[src/rtl/dm_port_arbiter.sv]
// dm_port_arbiter: shares the single-port data memory between the CPU, a debug port and a wipe sequencer
module dm_port_arbiter #(
   parameter int DEPTH = 1024,
   parameter int AW = 10,
   parameter int STARVE_MAX = 8
) (
   input  logic          clk,
   input  logic          clr_n,
   input  logic [31:0]   cpu_addr,
   input  logic [31:0]   cpu_wdata,
   input  logic          cpu_str,
   input  logic          cpu_ld,
   output logic [31:0]   cpu_rdata,
   output logic          cpu_stall,
   input  logic          dbg_req,
   input  logic          dbg_we,
   input  logic [AW-1:0] dbg_addr,
   input  logic [31:0]   dbg_wdata,
   output logic          dbg_ack,
   output logic [31:0]   dbg_rdata,
   input  logic          wipe_start,
   output logic          wipe_busy,
   output logic          wipe_done,
   output logic [31:0]   mem_addr,
   output logic [31:0]   mem_wdata,
   output logic          mem_str,
   input  logic [31:0]   mem_rdata
);
   localparam int SW = $clog2(STARVE_MAX + 1);
   typedef enum logic {IDLE, WIPE} state_t;
   state_t state, state_nxt;
   logic [AW-1:0] ptr;
   logic [SW-1:0] starve;
   logic pend, wiping, last, dbg_ok, cpu_act, force_dbg, grant_cpu, grant_dbg;
   always_ff @(posedge clk)
      if (!clr_n) state <= IDLE;
      else state <= state_nxt;
   always_comb
      state_nxt = (state == IDLE) ? (wipe_start ? WIPE : IDLE) : (last ? IDLE : WIPE);
   // Nothing owns the port while clr_n is low, so reset never writes memory.
   always_comb begin
      wiping = clr_n && state == WIPE;
      last = wiping && ptr == AW'(DEPTH - 1);
      dbg_ok = dbg_req && !pend;
      cpu_act = cpu_ld || cpu_str;
      force_dbg = dbg_ok && starve == SW'(STARVE_MAX);
      grant_cpu = clr_n && !wiping && cpu_act && !force_dbg;
      grant_dbg = clr_n && !wiping && dbg_ok && (force_dbg || !cpu_act);
      mem_addr = wiping ? {{(30 - AW){1'b0}}, ptr, 2'b00} :
                 grant_dbg ? {{(30 - AW){1'b0}}, dbg_addr, 2'b00} :
                 grant_cpu ? cpu_addr : '0;
      mem_wdata = grant_dbg ? dbg_wdata : grant_cpu ? cpu_wdata : '0;
      mem_str = wiping || (grant_dbg && dbg_we) || (grant_cpu && cpu_str);
      cpu_stall = wiping || (grant_dbg && cpu_act);
      wipe_busy = wiping;
      dbg_ack = pend;
      cpu_rdata = mem_rdata;
   end
   always_ff @(posedge clk)
      if (!clr_n) begin
         ptr <= '0;
         starve <= '0;
         pend <= 1'b0;
         dbg_rdata <= '0;
         wipe_done <= 1'b0;
      end else begin
         ptr <= wiping ? ptr + AW'(1) : '0;
         pend <= grant_dbg;
         wipe_done <= last;
         if (grant_dbg) dbg_rdata <= mem_rdata;
         starve <= grant_dbg ? '0 :
                   (grant_cpu && dbg_ok && starve != SW'(STARVE_MAX)) ? starve + SW'(1) : starve;
      end
endmodule

[config.mk]
export PLATFORM = sky130hd
export DESIGN_NAME = dm_port_arbiter
export DESIGN_NICKNAME = d
export VERILOG_FILES = /design/src/rtl/dm_port_arbiter.sv
export SDC_FILE = /design/constraint.sdc
export NUM_CORES = 1
export LEC_CHECK = 0
export BUFFER_PORTS_ARGS = -buffer_cell sky130_fd_sc_hd__buf_2
export CORE_AREA = 2 2 109 111
export CTS_BUF_LIST = sky130_fd_sc_hd__clkbuf_4 sky130_fd_sc_hd__clkbuf_8
export DETAILED_ROUTE_END_ITERATION = 8
export DIE_AREA = 0 0 111 113
export PLACE_DENSITY = 0.71
export SLEW_MARGIN = 25
export SYNTH_ARGS = -nofsm -noshare
export SYNTH_HDL_FRONTEND = slang
export SYNTH_SLANG_ARGS = --single-unit
[constraint.sdc]
create_clock -name clk -period 3.7 [get_ports clk]
set_clock_uncertainty 0.05 [all_clocks]
set_input_delay 0.185 -clock clk [delete_from_list [all_inputs] [get_ports clk]]
set_output_delay 0.185 -clock clk [all_outputs]
set_load 0.005 [all_outputs]
-- Word-level counts from Yosys, hierarchy flattened
Cells that the tools add are included.
- add/subtract/negate cells: 2
- eq/ne operators: 3
- multiplexer cells: 8
- bitwise logic cells: 1
- reductions and logical operators: 25
- operators with widths (operator ; number):
    32-bit 2-to-1 mux ; 5
    1-bit logical AND ; 14
    10-bit by 1-bit adder with 10-bit output, second input constant ; 1
    10-bit == test, second input constant ; 1
    1-bit logical OR ; 5
    4-bit by 1-bit adder with 4-bit output, second input constant ; 1
    4-bit == test, second input constant ; 1
    1-bit zero test ; 4
    4-bit inequality test, second input constant ; 1
    1-bit 2-to-1 mux ; 3
    2-bit AND reduction ; 1
    2-bit OR reduction ; 1
    1-bit inverter ; 1
- bits in registers: 49
- bits of input ports: 145
- output and inout port bits: 133
- word-level logic and storage cells: 45

-- Depth between registers and ports, before layout
Gate-level depths: netlist of run 1.
- word-level depth: 8
- mapped depth: 7

-- Worst setup path before layout of run 1
Ideal clock, no wire load.
- path type: reg-to-output
- start point: reg starve[0]
- end point: out mem_addr[12]
- arrival time: 1.619 ns
- setup slack: 1.846 ns
- cell stages (with the launch flop): 8
- path buffers: 2
- cells stage by stage: dfxtp_1 > inv_1 > ha_1 > and3b_1 > a2111oi_4 > buf_6 > buf_4 > and2_1
- longest elaborated chain between the ends: 7
- elaborated cells on any way between the ends: 9
- classes of those cells: eq/ne (1); mux (3); reduce/logical (5)
- RTL lines (what ; line ; source):
    start, declared ; 33 ; logic [SW-1:0] starve;
    start signal, assigned ; 71 ; starve <= grant_dbg ? '0 :
    4-bit == test * ; 46 ; force_dbg = dbg_ok && starve == SW'(STARVE_MAX);
    1-bit logical AND * ; 46 ;
    1-bit zero test ; 47 ; grant_cpu = clr_n && !wiping && cpu_act && !force_dbg;
    1-bit logical AND ; 47 ;
    32-bit 2-to-1 mux ; 51 ; grant_cpu ? cpu_addr : '0;
    32-bit 2-to-1 mux * ; 50 ; grant_dbg ? {{(30 - AW){1'b0}}, dbg_addr, 2'b00} :
    32-bit 2-to-1 mux * ; 49 ; mem_addr = wiping ? {{(30 - AW){1'b0}}, ptr, 2'b00} :
    end, declared ; 24 ; output logic [31:0] mem_addr,
Every way passes the cells marked *; elsewhere a longest branch is shown, timed or not.

-- Worst setup path in the final report of run 1
- start point: reg starve[0]
- end point: out mem_addr[9]
The elaborated chain is that of the path after synthesis.

==> results of run 1 <==
-- cell type report --
type	instances	area (µm²)
multi-input cells	235	1580
clock buffers	5	68.8
clock inverters	2	35.0
flip-flops and latches	49	981
inverters	6	22.5
well taps	143	179
repair buffers	281	1440
fillers	1193	6960
-- Yosys cell counts --
cell,instances
dfxtp_1,49
nand2_1,38
buf_4,36
o21ai_0,35
a22o_1,32
o211ai_1,32
and2_1,23
buf_2,15
a221o_1,11
clkbuf_1,10
nor2_1,8
nand4_1,7
o211a_1,6
a21oi_1,5
and3_1,5
buf_6,5
inv_1,5
ha_1,3
nand3_1,3
a31oi_1,2
mux2_2,2
nor2b_1,2
nor3_1,2
o21ai_1,2
or3_1,2
or4_1,2
xnor2_1,2
a2111oi_4,1
a21oi_2,1
and3b_1,1
and4bb_2,1
clkinv_1,1
nand3b_1,1
nand4bb_1,1
o2111a_1,1
o21ba_2,1
o31ai_1,1
or2_2,1
xor2_1,1
-- tightest hold or removal path, cell delays in order --
cell,delay (ns)
buf_2,0.08
o211ai_1,0.07
o21ai_0,0.07
-- logic make-up (layout without fill, tap and decap cells) --
| logic type | count (synthesis) | count (layout) | share of synthesized area |
|---|---|---|---|
| fa+ha+maj | 3 | 3 | 0.0125 |
| buf+inv | 72 | 294 | 0.153 |
| simple gates | 97 | 97 | 0.167 |
| flops | 49 | 49 | 0.326 |
| compound gates | 130 | 130 | 0.325 |
| xor+xnor | 3 | 3 | 0.00873 |
| mux | 2 | 2 | 0.00748 |
-- where the power goes --
group | internal (mW) | switching (mW)
registers | 0.542 | 0.0100
logic | 0.145 | 0.139
clock network | 0.197 | 0.184
total | 0.883 | 0.333
-- registers in the layout, indices dropped and copies added, names as in the netlist --
name and count:
dbg_rdata 32, dbg_ack 1, ptr 10, starve 4, wipe_done 1, state 1
-- per-stage QoR --
| stage | util | area [µm²] | std cells | power [mW] |
|---|---|---|---|---|
| after floorplan | - | 3010 | 356 | 0.702 |
| after global placement | 0.373 | 4210 | 714 | 0.850 |
| after detailed placement | 0.373 | 4210 | 714 | 0.849 |
| after CTS | 0.383 | 4310 | 721 | 1.23 |
| after global routing | 0.383 | 4310 | 721 | 1.28 |
| final | 0.383 | 4310 | 721 | 1.22 |
-- worst max path at each step --
stage	start	end	cells after the start	slack, ns
after floorplan	starve[0]	mem_addr[12]	7	1.85
after global placement	starve[0]	mem_addr[11]	7	1.18
after detailed placement	starve[0]	mem_addr[11]	7	1.11
after CTS	starve[0]	mem_addr[11]	7	0.77
after global routing	starve[0]	mem_addr[9]	7	0.60
final	starve[0]	mem_addr[9]	7	0.79
-- placed cells by master, fill, tap and decap left out, types with 2 or more instances in the layout --
cell type / instances
buf_2: 277
dfxtp_1: 49
nand2_1: 38
o21ai_0: 35
a22o_1: 32
o211ai_1: 32
and2_1: 23
a221o_1: 11
nand4_1: 7
nor2_1: 7
o211a_1: 6
inv_1: 5
and3_1: 5
a21oi_1: 5
clkbuf_8: 5
nand3_1: 3
ha_1: 3
nor2b_1: 2
o21ai_1: 2
or4_1: 2
nor3_1: 2
mux2_2: 2
or3_1: 2
xnor2_1: 2
a31oi_1: 2
buf_12: 2
buf_4: 2
-- per-layer routing --
layer / up-vias / track usage / part of all wire
li1: 1715 / - / -
met1: 1613 / 0.221 / 0.41
met2: 192 / 0.312 / 0.49
met3: 13 / 0.0428 / 0.085
met4: 0 / 0.0392 / 0.015
met5: - / 0 / 0
==> impl_results.md, run 1 <==
* Std-Cell Rows at 39
* Layout cell share with drive strength beyond 1 at 0.514
* Clk sinks at 49
* Sequential share of the synthesized area at 0.326
* Global-route wire length before repair at between 15 and 20 mm
* Pre-Repair DR Iteration Count at 4
* Clock-pin slew on the worst setup and hold paths at around 0.090 ns
* Pins Over Slew Limit at 0
* Hold EP: dbg_rdata[21]
* Initial detailed-routing violation count at 282
* Leak Pwr at about 2.3 nW
* CP Cell Sequence: inv_1 -> ha_1 -> and3b_2 -> a2111oi_4 -> buf_12 -> a221o_1 -> buf_2
* Setup bufs post-CTS at 0
* Relative slew margins at 0.392
* Max Cap Viol at 0
* Slowest-stage cell, CP: a2111oi_4
* CTS tree: built
* Crit-path max FO at between 60 and 70
* DIE HEIGHT at roughly 110 µm
* Nets at 726
* Antenna Cells at 0
* RSZ-0062 raised after global routing: false
* Hold Path Class: input pin to flop
* Critical Path Source Type: flop
* Min cycle time layout at ~2.9 ns
* Die Width at around 110 µm
* Hold Crit Start: mem_rdata[21]
* Synth cell types at 39
* Syn Area/Cell at around 8.5 µm²
* Setup ws final at 0.787 ns
* Status: complete, no violations
* Hold_ws at a little under 0.09 ns
* Clock Tree Buf Depth at 2
* # DRC at 0
* Largest net degree at the start of global routing at 63
* Post-synth net total at a little over 500
* Routed WL per cell at 16.7 µm
* Peak VDD IR at about 200 µV
* Critical path type: flop to output pin
* Total congestion overflow at 0
* Die ar. at around 0.013 mm²
* Crit path largest cell delay at roughly 0.62 ns
* FF-to-FF End: dbg_rdata[17]
* Initial Utilization at 0.267
* WL final at about 12 mm
* Vias in the first global route at between 3000 and 4000
* Worst Path Arrival at ~2.7 ns
* Crit share post-route at 0.787
* Reg2Reg Setup Slack at 1.61 ns
* Area leader, netlist: dfxtp_1
* Initial antenna violation count at 0
* Hold path depth at 3
* Worst path bufs/invs at 3
* Setup crit end kind: output pin
* Setup-failing EPs final at 0
* Reg2reg path depth at 4
* CTS buffer count at 5
* CTS root buffer: clkbuf_8
* Worst skew pair latency at approximately 0.3 ns
* H-tree Lvls at 2
* Post-synthesis cell area at 0.00301 mm²
* # port buffers at roughly 280
* Gpl congestion at about 0.80
* Antenna-violating nets left at 0
* Synth Instances at approximately 360
* Post_cts resized at 0
* Total global routing track utilization at 0.177
* Actual slew at the worst max-slew pin at between 0.9 and 1 ns
* Reg-to-reg startpoint: state
* Core area at between 0.01 and 0.015 mm²
* Hold buffers post-CTS at 0
* Vias post-DR at between 3000 and 4000
* I/O Pins at around 280
* Place WS at roughly 1.1 ns
* PD cells at ~280 mW/mm²
* Delay-heaviest family, CP: compound AO/OA/AOI/OAI gates
* Synthesis-to-finish area growth at 43.2%
* Area contributors post-synth: dfxtp_1 (33%), a22o_1 (9.3%), buf_4 (9.0%), o211ai_1 (8.0%), o21ai_0 (5.8%)
* Fmax at 0.343 GHz
* #FFs+latches synth at 49
* Detail Placement HPWL at slightly above 9 mm
* Setup TNS at 0 ns
* DR vias/cell at ~5
* Synth warn at 0
* Fin. Hold Viols at 0
* Synth top area share at 0.326
* CP required at roughly 3.5 ns
Power figures use the tool's default switching activity.
==> run 2, diff against run 1 <==
--- a/config.mk
+++ b/config.mk
@@ -6,11 +6,11 @@
 export NUM_CORES = 1
 export LEC_CHECK = 0
 export BUFFER_PORTS_ARGS = -buffer_cell sky130_fd_sc_hd__buf_2
-export CORE_AREA = 2 2 109 111
+export CORE_AREA = 2 2 107 109
 export CTS_BUF_LIST = sky130_fd_sc_hd__clkbuf_4 sky130_fd_sc_hd__clkbuf_8
 export DETAILED_ROUTE_END_ITERATION = 8
-export DIE_AREA = 0 0 111 113
-export PLACE_DENSITY = 0.71
+export DIE_AREA = 0 0 109 111
+export PLACE_DENSITY = 0.73
 export SLEW_MARGIN = 25
 export SYNTH_ARGS = -nofsm -noshare
 export SYNTH_HDL_FRONTEND = slang
==> constraint.sdc (replaced) <==
create_clock -name clk -period 2.76 [get_ports clk]
set_clock_uncertainty 0.05 [all_clocks]
set_input_delay 0.138 -clock clk [delete_from_list [all_inputs] [get_ports clk]]
set_output_delay 0.138 -clock clk [all_outputs]
set_load 0.005 [all_outputs]
==> impl_results.md, run 2 (synthesis gave the netlist of run 1 again) <==
* GR Layer Usage met3 at 0.0359 (-0.00699)
* PD cells at 360 mW/mm² (+28%)
* Critical Path Source Type: flop
* Hold Path Class: input pin to flop
* Global-route wire length before repair at 16.4 mm (-6.8%)
* Place WS at 0.687 ns (-0.421 ns)
* Largest net degree at the start of global routing at 66 (+4.8%)
* Std-Cell Rows at 39 (unchanged)
* Vias in the first global route at 3155 (-0.57%)
* Pre-Repair DR Iteration Count at 4 (unchanged)
* Worst skew pair latency at 0.29 ns (about the same)
* Actual slew at the worst max-slew pin at 0.469 ns (-0.443 ns)
* Layout cell share with drive strength beyond 1 at 0.515 (+0.00162)
* Busiest grt layer: met2
* CP Cell Sequence: inv_1 -> ha_1 -> and3b_1 -> a2111oi_4 -> buf_12 -> a22o_1 -> buf_2
* Detail Placement HPWL at 8.62 mm (-6.9%)
* Hold EP: dbg_rdata[14]
* DR vias/cell at 4.84 (-1.2%)
* Post_cts resized at 0 (unchanged)
* CTS root buffer: clkbuf_8
* WL final at 11.4 mm (-5.5%)
* Die Width at 109 µm (-1.8%)
* Clk sinks at 49 (unchanged)
* CP required at 2.57 ns (-0.89 ns)
* Hold buffers post-CTS at 0 (unchanged)
* Initial antenna violation count at 1 (+1)
* RSZ-0062 raised after global routing: false
* Reg2reg path depth at 4 (unchanged)
* Overall power at 1.55 mW (+28%)
* Critical path type: flop to output pin
* CTS tree: built
* DIE HEIGHT at 111 µm (-1.8%)
* FF-to-FF End: dbg_rdata[0]
* Setup-failing EPs final at 0 (unchanged)
* Peak VDD IR at 189 µV (-5.2%)
* Initial Utilization at 0.272 (+0.00471)
* Vias post-DR at 3514 (-0.54%)
* Hold Crit Start: mem_rdata[14]
* Reg-to-reg startpoint: state
* Most frequent cells in the layout: buf_2 (277), dfxtp_1 (49), nand2_1 (38), o21ai_0 (35)
* Worst path bufs/invs at 3 (unchanged)
* # port buffers at 277 (unchanged)
* Crit path largest cell delay at 0.41 ns (-0.21 ns)
* Total congestion overflow at 0 (unchanged)
* Crit share post-route at 0.878
* I/O Pins at 278 (unchanged)
* Clock-pin slew on the worst setup and hold paths at 0.09 ns (about the same)
* Core area at 0.0111 mm² (-1.7%)
* Routed WL per cell at 15.6 µm (-6.1%)
* Max Cap Viol at 0 (unchanged)
* Worst Path Arrival at 2.23 ns (-0.45 ns)
* Setup bufs post-CTS at 0 (unchanged)
* Slowest-stage cell, CP: a2111oi_4
* Total global routing track utilization at 0.170 (-0.00702)
* Most common cell after layout, fill and taps aside: buf_2
* Fmax at 0.413 GHz
* Pins Over Slew Limit at 0 (unchanged)
* Antenna-violating nets left at 0 (unchanged)
* Clock Tree Buf Depth at 2 (unchanged)
* Fin. Hold Viols at 0 (unchanged)
* Crit-path max FO at 65 (+4.8%)
* Min cycle time layout at roughly 2.4 ns
* Die ar. at 0.0121 mm² (-3.5%)
* Nets at 729 (+0.41%)
* Largest registers: dbg_rdata: 32 flops, ptr: 10 flops, starve: 4 flops
* Delay-heaviest family, CP: compound AO/OA/AOI/OAI gates
* Synthesis-to-finish area growth at 43.2% (about the same)
* Initial detailed-routing violation count at 217 (-23%)
* Setup TNS at 0 ns (unchanged)
* Status: complete, no violations
* Gpl congestion at 0.823 (+2.3%)
* Met2 global-route usage at 0.286 (-0.0264)
* Leak Pwr at 2.28 nW (+0.23%)
* Hold path depth at 3 (unchanged)
* Setup crit end kind: output pin
* Met1 usage at 0.218 (-0.00220)
* H-tree Lvls at 2 (unchanged)
* Top reg by flops: dbg_rdata
* CTS buffer count at 5 (unchanged)
* Max FFs per register at 32 (unchanged)
* Setup ws final at 0.338 ns (-0.449 ns)
* Reg2Reg Setup Slack at 0.88 ns (-0.73 ns)
* Relative slew margins at 0.687 (+0.295)
* # DRC at 0 (unchanged)
[run 2: worst max-delay path by stage]
| stage | startpoint | endpoint | slack (ns) | cells past startpoint |
|---|---|---|---|---|
| after floorplan | starve[0] | mem_addr[12] | 0.95 | 7 |
| after CTS | state | mem_wdata[20] | 0.34 | 5 |
| after detailed placement | state | mem_wdata[20] | 0.69 | 5 |
| final | starve[0] | mem_wdata[19] | 0.34 | 7 |
| after global placement | starve[0] | mem_wdata[20] | 0.73 | 7 |
| after global routing | state | mem_wdata[19] | 0.22 | 5 |
[run 2: where the power goes]
part | internal (mW) | total, mW | switching, mW | leakage (nW)
Sequential | 0.726 | 0.739 | 0.0130 | 0.397
Combinational | 0.195 | 0.380 | 0.185 | 1.84
Clock | 0.200 | 0.432 | 0.233 | 0.0453
[run 2: area by class of cell]
type	instances	area (µm²)
clock inverters	1	7.51
fillers	1169	6770
flip-flops and latches	49	981
repair buffers	284	1450
multi-input cells	235	1580
diodes	1	2.50
clock buffers	7	83.8
inverters	6	22.5
well taps	143	179
[run 2: metal layers]
layer	routed length, µm	up-vias
met5	0	-
met3	1020	14
met2	5420	160
met4	185	0
met1	4730	1612
li1	-	1728
[run 2: through the flow]
step / utilization / instances / hold slack [ns] / area, µm²
5_1_grt: 0.389 / 725 / 0.0492 / 4310
3_3_place_gp: 0.381 / 717 / 0.351 / 4220
2_1_floorplan: - / 356 / 0.243 / 3010
3_5_place_dp: 0.381 / 717 / 0.353 / 4220
4_1_cts: 0.389 / 725 / 0.0344 / 4310
6_report: 0.389 / 726 / 0.0453 / 4310
[run 2: worst min-delay path: stages]
cell and delay [ns]:
buf_2 0.08, o211ai_1 0.07, o21ai_0 0.07
